<file path="config.mk">
export PLATFORM = sky130hd
export DESIGN_NAME = jt10_adpcm_seqn
export DESIGN_NICKNAME = d
export VERILOG_FILES = /design/src/rtl/jt10_adpcm_pkg.sv /design/src/rtl/jt10_adpcm_chnext.sv /design/src/rtl/jt10_adpcm_seqn.sv
export SDC_FILE = /design/constraint.sdc
export NUM_CORES = 1
export LEC_CHECK = 0
export BUFFER_PORTS_ARGS = -buffer_cell sky130_fd_sc_hd__buf_4
export CAP_MARGIN = 30
export CELL_PAD_IN_SITES_DETAIL_PLACEMENT = 0
export CELL_PAD_IN_SITES_GLOBAL_PLACEMENT = 1
export CORE_AREA = 2 2 185 223
export CTS_CLUSTER_DIAMETER = 30
export DETAILED_ROUTE_END_ITERATION = 12
export DIE_AREA = 0 0 187 225
export PLACE_DENSITY = 0.76
export SYNTH_ARGS = -nofsm -noshare
export SYNTH_HDL_FRONTEND = slang
export SYNTH_SLANG_ARGS = --single-unit
</file>
<file path="constraint.sdc">
create_clock -name clk -period 4.2 [get_ports clk]
set_input_delay 0.84 -clock clk [delete_from_list [all_inputs] [get_ports clk]]
set_output_delay 0.84 -clock clk [all_outputs]
set_load 0.05 [all_outputs]
</file>
<file path="src/rtl/jt10_adpcm_pkg.sv">
// jt10_adpcm_pkg: shared constants and helpers for the
// multi-channel ADPCM-A ROM address sequencer.
package jt10_adpcm_pkg;

   localparam logic NIB_HI = 1'b1;
   localparam logic NIB_LO = 1'b0;

   function automatic int slot_w(input int ch);
      return (ch < 2) ? 1 : $clog2(ch);
   endfunction

   // all-ones pattern for the byte-address bits below start/end
   function automatic logic [31:0] end_lo_mask(input int lw);
      return (32'd1 << lw) - 32'd1;
   endfunction

endpackage

</file>
<file path="src/rtl/jt10_adpcm_chnext.sv">
// jt10_adpcm_chnext: next state of the channel owning the
// current slot (key-off, key-on reload, or one nibble step).
module jt10_adpcm_chnext
   import jt10_adpcm_pkg::*;
#(
   parameter int AW = 20,
   parameter int RW = 12
) (
   input  logic          pend_on,
   input  logic          pend_off,
   input  logic          active,
   input  logic          sel,
   input  logic          loop,
   input  logic [AW-1:0] addr,
   input  logic [RW-1:0] st,
   input  logic [RW-1:0] ed,
   output logic [AW-1:0] addr_nx,
   output logic          sel_nx,
   output logic          act_nx,
   output logic          fetch,
   output logic          eos_set,
   output logic          eos_clr
);

   localparam int LW = AW - RW;
   localparam logic [LW-1:0] LO = LW'(end_lo_mask(LW));

   logic [AW-1:0] st_addr;
   logic          at_end;
   logic          do_off;
   logic          do_on;
   logic          do_play;

   assign st_addr = {st, {LW{1'b0}}};
   assign at_end  = (addr == {ed, LO}) && (sel == NIB_LO);

   assign do_off  = pend_off;
   assign do_on   = pend_on & ~pend_off;
   assign do_play = active & ~pend_on & ~pend_off;

   always_comb begin
      addr_nx = addr;
      sel_nx  = sel;
      act_nx  = active;
      fetch   = 1'b0;
      eos_set = 1'b0;
      eos_clr = 1'b0;
      unique case (1'b1)
         do_off: begin
            act_nx = 1'b0;
         end
         do_on: begin
            addr_nx = st_addr;
            sel_nx  = NIB_HI;
            act_nx  = 1'b1;
            eos_clr = 1'b1;
         end
         do_play: begin
            fetch  = 1'b1;
            sel_nx = ~sel;
            if (sel == NIB_LO)
               addr_nx = addr + AW'(1);
            // last nibble: stop, or rewind when looping
            if (at_end) begin
               eos_set = 1'b1;
               act_nx  = loop;
               if (loop) begin
                  addr_nx = st_addr;
                  sel_nx  = NIB_HI;
               end
            end
         end
         default: begin
         end
      endcase
   end

endmodule

</file>
<file path="src/rtl/jt10_adpcm_seqn.sv">
// jt10_adpcm_seqn: time-multiplexed ADPCM-A ROM sequencer.
// Define JT10_ADPCM_LOOP_EN to add per-channel looping (loop_en).
module jt10_adpcm_seqn
   import jt10_adpcm_pkg::*;
#(
   parameter  int CH  = 6,
   parameter  int AW  = 20,
   parameter  int RW  = 12,
   localparam int CHW = slot_w(CH)
) (
   input  logic           rst_n,
   input  logic           clk,
   input  logic           cen,
   input  logic [CHW-1:0] wr_ch,
   input  logic           start_wr,
   input  logic           end_wr,
   input  logic [RW-1:0]  addr_in,
`ifdef JT10_ADPCM_LOOP_EN
   input  logic [CH-1:0]  loop_en,
`endif
   input  logic [CH-1:0]  key_on,
   input  logic [CH-1:0]  key_off,
   input  logic [CH-1:0]  flag_clr,
   output logic [AW-1:0]  rom_addr,
   output logic           roe_n,
   output logic           nibble_sel,
   output logic [CHW-1:0] slot,
   output logic [CH-1:0]  active,
   output logic [CH-1:0]  eos_flag
);

   logic [RW-1:0]  st_r   [CH];
   logic [RW-1:0]  ed_r   [CH];
   logic [AW-1:0]  addr_r [CH];
   logic [CH-1:0]  sel_r;
   logic [CH-1:0]  pend_on;
   logic [CH-1:0]  pend_off;
   logic [CH-1:0]  loop_v;
   logic [CH-1:0]  svc;
   logic [CHW-1:0] s;

   logic [AW-1:0]  nx_addr;
   logic           nx_sel;
   logic           nx_act;
   logic           nx_fetch;
   logic           nx_eos_set;
   logic           nx_eos_clr;

`ifdef JT10_ADPCM_LOOP_EN
   assign loop_v = loop_en;
`else
   assign loop_v = '0;
`endif

   always_comb begin
      svc = '0;
      for (int i = 0; i < CH; i++)
         svc[i] = cen && (s == CHW'(i));
   end

   jt10_adpcm_chnext #(
      .AW (AW),
      .RW (RW)
   ) u_next (
      .pend_on  (pend_on[s]),
      .pend_off (pend_off[s]),
      .active   (active[s]),
      .sel      (sel_r[s]),
      .loop     (loop_v[s]),
      .addr     (addr_r[s]),
      .st       (st_r[s]),
      .ed       (ed_r[s]),
      .addr_nx  (nx_addr),
      .sel_nx   (nx_sel),
      .act_nx   (nx_act),
      .fetch    (nx_fetch),
      .eos_set  (nx_eos_set),
      .eos_clr  (nx_eos_clr)
   );

   always_ff @(posedge clk or negedge rst_n) begin
      if (!rst_n) begin
         s          <= '0;
         slot       <= '0;
         rom_addr   <= '0;
         roe_n      <= 1'b1;
         nibble_sel <= NIB_LO;
         active     <= '0;
         eos_flag   <= '0;
         sel_r      <= '0;
         pend_on    <= '0;
         pend_off   <= '0;
         for (int i = 0; i < CH; i++) begin
            st_r[i]   <= '0;
            ed_r[i]   <= '0;
            addr_r[i] <= '0;
         end
      end else begin
         for (int i = 0; i < CH; i++) begin
            if (start_wr && wr_ch == CHW'(i))
               st_r[i] <= addr_in;
            if (end_wr && wr_ch == CHW'(i))
               ed_r[i] <= addr_in;
            // a fresh key event outranks the slot consuming the old one
            if (key_off[i]) begin
               pend_off[i] <= 1'b1;
               pend_on[i]  <= 1'b0;
            end else if (key_on[i]) begin
               pend_on[i]  <= 1'b1;
               pend_off[i] <= 1'b0;
            end else if (svc[i]) begin
               pend_on[i]  <= 1'b0;
               pend_off[i] <= 1'b0;
            end
            if (svc[i]) begin
               addr_r[i] <= nx_addr;
               sel_r[i]  <= nx_sel;
               active[i] <= nx_act;
            end
            if (svc[i] && nx_eos_set)
               eos_flag[i] <= 1'b1;
            else if ((svc[i] && nx_eos_clr) || flag_clr[i])
               eos_flag[i] <= 1'b0;
         end
         if (cen) begin
            s     <= (s == CHW'(CH-1)) ? '0 : s + CHW'(1);
            slot  <= s;
            roe_n <= ~nx_fetch;
            if (nx_fetch) begin
               rom_addr   <= addr_r[s];
               nibble_sel <= sel_r[s];
            end
         end
      end
   end

endmodule

</file>
## After elaboration in Yosys (flattened, before gate mapping)

Memories as Yosys holds them, arrays and structs flattened.
Cells that the tools add are included.

- Register bits after elaboration: 322
- Bits in latches: 0
- RAM bits: 0
- Bits in read-only memories: 8
- Bits of input ports: 38
- Output and inout port bits: 37
- Logic and storage cells: 203
- Memories kept: 1

- $add $sub $neg: 2
- $mul: 0
- Divide/modulo/power cells: 0
- Magnitude comparators: 2
- Eq/ne operators: 11
- Shifts and indexed selects: 0
- Mux-type cells: 74
- Bitwise gates (word level): 8
- Reductions and logical operators: 52

Memory list:

| name | words | bits a word | rd ports | clocked after memory_dff | write ports | RTL line | source |
|---|---|---|---|---|---|---|---|
| (name not given) | 8 | 1 | 1 | 0 | 0 | jt10_adpcm_seqn.sv:69 | `.loop (loop_v[s]),` |

Operators with widths:

| cell | count |
|---|---|
| two-way mux 20 bit | 5 |
| binary-select mux 12 bit (select 3 bit) | 2 |
| binary-select mux 20 bit (select 3 bit) | 1 |
| two-way mux 1 bit | 54 |
| two-way mux 12 bit | 4 |
| one-hot mux 20 bit (2 select lines) | 1 |
| logical AND 1 bit | 31 |
| adder 20 x 1 -> 20 bit, second input constant | 1 |
| equality test 20 bit | 1 |
| nonzero test 3 bit | 6 |
| binary-select mux 1 bit (select 3 bit) | 4 |
| equality test 3 x 2 -> 1 bit, second input constant | 4 |
| equality test 3 bit, second input constant | 4 |
| nonzero test 2 bit | 6 |
| equality test 3 x 1 -> 1 bit, second input constant | 2 |
| logical NOT 3 bit | 2 |
| logical OR 1 bit | 6 |
| >= comparator 4 bit, second input constant | 1 |
| less-than comparator 3 x 4 -> 1 bit, second input constant | 1 |
| inverter 1 bit | 4 |
| inverter 3 -> 4 bit | 1 |
| adder 3 x 1 -> 3 bit, second input constant | 1 |
| bitwise AND 1 bit | 3 |
| two-way mux 3 bit | 1 |
| 3 further kinds | 3 |

## Logic depth before layout (Yosys ltp)

- Depth after elaboration: 10
- Mapped depth: 13
- Gate-level depth less buffers: 11

## Hierarchy

A second synthesis with hierarchy kept.

- Cells, all modules: 1243
- Area total of the unflattened synthesis: 15419.8 µm²

Modules (own cells, without submodules):

| module | times used | cells an instance | area an instance (µm²) | sequential area each (µm²) |
|---|---|---|---|---|
| jt10_adpcm_seqn | 1 | 1092 | 14472.6 | 8059.0 |
| jt10_adpcm_chnext | 1 | 151 | 947.2 | 0.0 |

## Least setup slack after synthesis

No wires, ideal clock.

- Path type: flip-flop to flip-flop
- From: reg s[1]
- To: reg eos_flag[4]
- Arrival time: 2.976 ns
- Data required time: 4.123 ns
- Setup slack: 1.147 ns
- Cell stages (with the launch flop): 14
- Buffers on the path: 2
- Path through: dfrtp_1 -> buf_6 -> buf_6 -> nand2b_1 -> a21oi_1 -> o22a_1 -> nand2b_1 -> ha_1 -> inv_1 -> or3_1 -> nor4_2 -> nand4_1 -> or4_4 -> o21ai_2

- Word-level cells in the longest chain between the ends: 10
- Elaborated cells on any way between the ends: 33
- Classes of those cells: eq/ne (2); mux (18); bitwise (7); reduce/logical (6)

RTL lines:

| item | RTL line | source |
|---|---|---|
| from (decl) | jt10_adpcm_seqn.sv:40 | `logic [CHW-1:0] s;` |
| from (signal assigned) | jt10_adpcm_seqn.sv:126 | `s <= (s == CHW'(CH-1)) ? '0 : s + CHW'(1);` |
| inverter 3 -> 4 bit (implied by the code) (*) | jt10_adpcm_seqn.sv:70 | `.addr (addr_r[s]),` |
| binary-select mux 20 bit (select 3 bit) (*) | jt10_adpcm_seqn.sv:70 |  |
| two-way mux 20 bit (implied by the code) (*) (2 in a row) | jt10_adpcm_seqn.sv:70 |  |
| via u_next.addr[0] | jt10_adpcm_chnext.sv:14 | `input logic [AW-1:0] addr,` |
| equality test 20 bit (*) | jt10_adpcm_chnext.sv:35 | `assign at_end = (addr == {ed, LO}) && (sel == NIB_LO);` |
| logical AND 1 bit (*) | jt10_adpcm_chnext.sv:35 |  |
| two-way mux 1 bit (*) | jt10_adpcm_chnext.sv:64 | `if (at_end) begin` |
| two-way mux 1 bit (*) | jt10_adpcm_chnext.sv:48 | `unique case (1'b1)` |
| logical AND 1 bit (*) | jt10_adpcm_seqn.sv:120 | `if (svc[i] && nx_eos_set)` |
| two-way mux 1 bit / nonzero test 2 bit (equally long branches) | - |  |
| to (signal assigned) | jt10_adpcm_seqn.sv:89 | `eos_flag <= '0;` |
| to (signal, indexed assignment) | jt10_adpcm_seqn.sv:121 | `eos_flag[i] <= 1'b1;` |
| to (signal, indexed assignment) | jt10_adpcm_seqn.sv:123 | `eos_flag[i] <= 1'b0;` |
| to (decl) | jt10_adpcm_seqn.sv:29 | `output logic [CH-1:0] eos_flag` |

The timed path passes the listed nets; every way through them passes the cells marked *. The select of a mux whose other input is x is not followed.
A chain may end at the register's enable or synchronous reset.

## Worst setup path after layout

- From: reg s[2]
- To: reg addr_r[114] (netlist name)

- Word-level cells in the longest chain between the ends: 9
- Elaborated cells on any way between the ends: 35
- Classes of those cells: add/sub (1); eq/ne (1); mux (22); bitwise (7); reduce/logical (3); memory (1)

RTL lines:

| item | RTL line | source |
|---|---|---|
| inverter 3 -> 4 bit (implied by the code) (*) | jt10_adpcm_seqn.sv:70 |  |
| binary-select mux 20 bit (select 3 bit) (*) | jt10_adpcm_seqn.sv:70 |  |
| two-way mux 20 bit (implied by the code) (*) (2 in a row) | jt10_adpcm_seqn.sv:70 |  |
| via u_next.addr[0] | jt10_adpcm_chnext.sv:14 |  |
| adder 20 x 1 -> 20 bit | jt10_adpcm_chnext.sv:62 | `addr_nx = addr + AW'(1);` |
| two-way mux 20 bit | jt10_adpcm_chnext.sv:61 | `if (sel == NIB_LO)` |
| two-way mux 20 bit | jt10_adpcm_chnext.sv:67 | `if (loop) begin` |
| two-way mux 20 bit (*) | jt10_adpcm_chnext.sv:64 |  |
| one-hot mux 20 bit (2 select lines) (*) | jt10_adpcm_chnext.sv:48 |  |
| to (signal, indexed assignment) | jt10_adpcm_seqn.sv:116 | `addr_r[i] <= nx_addr;` |
| to (decl) | jt10_adpcm_seqn.sv:34 | `logic [AW-1:0] addr_r [CH];` |

Marks and branches as above.

==> results_dict.tcl <==
set metrics [dict create \
    outcome "finished clean" \
    ys_warn_count 0 \
    final_critical_path_setup_slack_ns 0.391 \
    hold_slack_ns 0.324 \
    timing.rr.end "addr_r[114]" \
    tritonroute_pass_1_iters 5 \
    core_area_mm2 0.0397 \
    max_vdd_drop_mv 0.448 \
    tritoncts_num_sinks 322 \
    timing_worst_setup_path_type "register to register" \
    routed_via_density 5.44 \
    edff_count_synth 0 \
    dominant_synthesized_flop_cell "sky130_fd_sc_hd__dfrtp_1" \
    timing.critical_path.slowest_cell_delay_ns 0.73 \
    critPathCaptureType "register" \
    post_route_cells_drive_above_1_share_pct 29.7 \
    achievable-frequency_mhz 263 \
    cts-htree-levels 3 \
    hold_path.class "input port to asynchronous set/reset pin" \
    period_needed_ns 3.81 \
    routed_wl_um 41900 \
    die-width_um 187 \
    timing.critical_path.required_ns 4.62 \
    detail_route.drc_violations 0 \
    synth_area_mm2 0.0154 \
    mostFrequentLayoutCell "sky130_fd_sc_hd__dfrtp_1" \
    cts_made_buffers 75 \
    worst_setup_hold_path_clk_slew_ns 0.05 \
    synthDistinctLibCells 72 \
    maxCapViolations 0 \
    synth_seq_area_share_pct 52.5 \
    cts-root-to-sink-buffers 3 \
    place_hpwl_um 27100 \
    post_cts_resized 0 \
    global_route.usage.total_pct 20.2 \
    timing.critical_path.mode_cell "sky130_fd_sc_hd__o22a_1" \
    crit_fanout 24 \
    synth.area.top_cells "sky130_fd_sc_hd__dfrtp_1, sky130_fd_sc_hd__mux2_2, sky130_fd_sc_hd__mux2i_1, sky130_fd_sc_hd__a21oi_1, sky130_fd_sc_hd__nor2_1" \
    r2r_worst_path_depth 11 \
    routed-via-count 11300 \
    clk_latency_ns 0.58 \
    grt.overflow.total 0 \
    rrSetupSlack_ns 0.39 \
    largest_net_degree_at_the_start_of_global_routing 109 \
    tns_ns 0 \
    antenna_violations_before_repair 1 \
    placement.cell_area_mm2 0.0165 \
    final_cell_mix "sky130_fd_sc_hd__dfrtp_1, sky130_fd_sc_hd__mux2_2, sky130_fd_sc_hd__nor2_1" \
    antennaDiodeCount 0 \
    power.static_leakage_uw 0.00824 \
    clock_tree.root_cell "sky130_fd_sc_hd__clkbuf_16" \
    finalCritPeriodShare_pct 90.7 \
    io_buffers 74 \
    hold_buffers 0 \
    critPathLaunchType "register" \
    drt-initial-drc-count 758 \
    final.setup_skew_ns 0.0162 \
    syn_inst 1398 \
    gpl.final_weighted_congestion 0.776 \
    final_area_mm2 0.0192 \
    cellPowerDensity_mw_per_mm2 908 \
    setup-violations-final 0 \
    rsz0062_at_grt "false" \
    netlist.top_cell.by_area "sky130_fd_sc_hd__dfrtp_1" \
    worst-endpoint-arrival_ns 4.22 \
    dieArea_mm2 0.0421 \
    synth.avg_cell_area_um2 11.0 \
    post_drt_wl_per_cell_um 20.2 \
    pin_count 75 \
    grt_pass1_wl_um 66200 \
    area_delta_synth_final_pct 24.9 \
    cp_cell_sequence "or2_4 > o22a_1 > o22a_1 > nand2b_1 > ha_1 > inv_1 > or3_1 > nor4_4 > nand4_1 > a311oi_4 > a21oi_1" \
    report.final.hold_viol_count 0 \
    first_global_vias 11600 \
    cp_slowest_cell "sky130_fd_sc_hd__dfrtp_2" \
    mappedNetlistNets 1438 \
    die_y_um 225 \
    worst_slew_pin_slew_ns 0.941 \
    post-cts-setup-buffers 0 \
    yosys.area.top_type_share_pct 52.3 \
    final_net_count 1528 \
    tritoncts_clock_tree "yes" \
    max_slew_margin_pct 37.3 \
    final_count_of_pins_violating_max_slew 0 \
    placement.setup.worst_slack_ns 0.460 \
    asyncSetResetFlopFracSynth_pct 100 \
    initial_utilization_pct 38.6 \
    antenna_left 0 \
    floorplan.rows 80 \
    r2r-start "s[2]" \
    yosys_register_bits 322 \
]
## per-layer routing
layer	vias to the layer above	wire [um]	GRT usage, %
li1	5214	-	-
met1	5660	18200	25.9
met2	344	20000	33.6
met3	91	2540	4.08
met4	2	1250	8.50
met5	-	12	0
## kinds of logic (layout without fill, tap and decap cells)
kind of cell,after synthesis,count (layout),share of synthesized area [%]
AOI/OAI and AO/OA,346,346,14.3
buffers and inverters,123,271,3.78
DFF,322,322,52.5
and+or+nand+nor,364,364,11.0
muxes,225,225,17.4
xor gates and xnor gates,16,16,0.913
adders and majority gates,2,2,0.163
## through the flow
stage / utilization [%] / total power, uW / std cells
floorplan: - / 9360 / 1398
global placement: 41.4 / 11200 / 1939
detailed placement: 41.6 / 11300 / 1944
CTS: 48.2 / 17500 / 2079
global route: 48.2 / 18300 / 2079
finish: 48.2 / 17400 / 2079
## flip-flops by register name (all words and copies together) (netlist names)
| register | flops |
|---|---|
| active | 6 |
| nibble_sel | 1 |
| pend_on | 6 |
| rom_addr | 20 |
| eos_flag | 6 |
| addr_r | 120 |
| s | 3 |
| slot | 3 |
| ed_r | 72 |
| sel_r | 6 |
| roe_n | 1 |
| pend_off | 6 |
| st_r | 72 |
## cells in the mapped netlist, types with 2 or more instances
cell / instances
sky130_fd_sc_hd__dfrtp_1: 321
sky130_fd_sc_hd__mux2_2: 149
sky130_fd_sc_hd__nor2_1: 131
sky130_fd_sc_hd__nand2_1: 119
sky130_fd_sc_hd__a21oi_1: 114
sky130_fd_sc_hd__o21ai_0: 73
sky130_fd_sc_hd__clkbuf_1: 60
sky130_fd_sc_hd__mux2i_1: 58
sky130_fd_sc_hd__nand2b_1: 37
sky130_fd_sc_hd__o22ai_1: 37
sky130_fd_sc_hd__buf_2: 23
sky130_fd_sc_hd__o22a_1: 22
sky130_fd_sc_hd__a31oi_1: 20
sky130_fd_sc_hd__mux4_2: 18
sky130_fd_sc_hd__inv_1: 14
sky130_fd_sc_hd__xnor2_1: 13
sky130_fd_sc_hd__and2_1: 12
sky130_fd_sc_hd__a22oi_1: 10
sky130_fd_sc_hd__a31o_2: 10
sky130_fd_sc_hd__buf_1: 10
sky130_fd_sc_hd__nand3_1: 10
sky130_fd_sc_hd__nor3_1: 10
sky130_fd_sc_hd__nand4_1: 9
sky130_fd_sc_hd__buf_6: 8
sky130_fd_sc_hd__nand3b_1: 8
sky130_fd_sc_hd__o21ai_1: 7
sky130_fd_sc_hd__o2bb2ai_1: 7
sky130_fd_sc_hd__a21o_1: 6
sky130_fd_sc_hd__a22o_1: 6
sky130_fd_sc_hd__o21ai_2: 6
sky130_fd_sc_hd__o31ai_1: 6
sky130_fd_sc_hd__buf_4: 5
sky130_fd_sc_hd__a31oi_2: 4
sky130_fd_sc_hd__and3_1: 4
sky130_fd_sc_hd__nand4b_1: 4
sky130_fd_sc_hd__nor2b_1: 4
sky130_fd_sc_hd__or3_1: 4
sky130_fd_sc_hd__xor2_1: 3
sky130_fd_sc_hd__ha_1: 2
sky130_fd_sc_hd__nor4_1: 2
## worst max-delay path by stage
stage | startpoint | to | slack [ns] | cells past startpoint
after floorplan | s[1] | eos_flag[4] | 1.15 | 13
after global placement | s[2] | addr_r[114] | 0.53 | 11
after detailed placement | s[2] | addr_r[114] | 0.46 | 11
after CTS | s[2] | addr_r[68] | 0.43 | 11
after global routing | s[2] | addr_r[48] | 0.04 | 11
final | s[2] | addr_r[114] | 0.39 | 11
## where the power goes
part	total, uW	internal [uW]	switching, uW	leakage [uW]
sequential	4750	4070	683	0.00392
clock	6060	4240	1820	0.00129
combinational	6600	2490	4120	0.00303
total	17400	10800	6620	0.00824
## worst max-delay path, delay by kind of cell, from the launching register on
kind,cells,cell delay (ns)
simple gates,5,1.70
compound gates,4,0.84
flops,1,0.73
fa+ha+maj,1,0.27
buf+inv,1,0.08
## cell type report
type                       count  area [um^2]
tap                          533          667
multi-input combinational    953         6740
clock inverter                37          556
fill                        3548        20600
clock buffer                  98         2090
sequential                   322         8070
inverter                      16         60.1
timing repair buffer         120          985
Power figures use the tool's default switching activity.
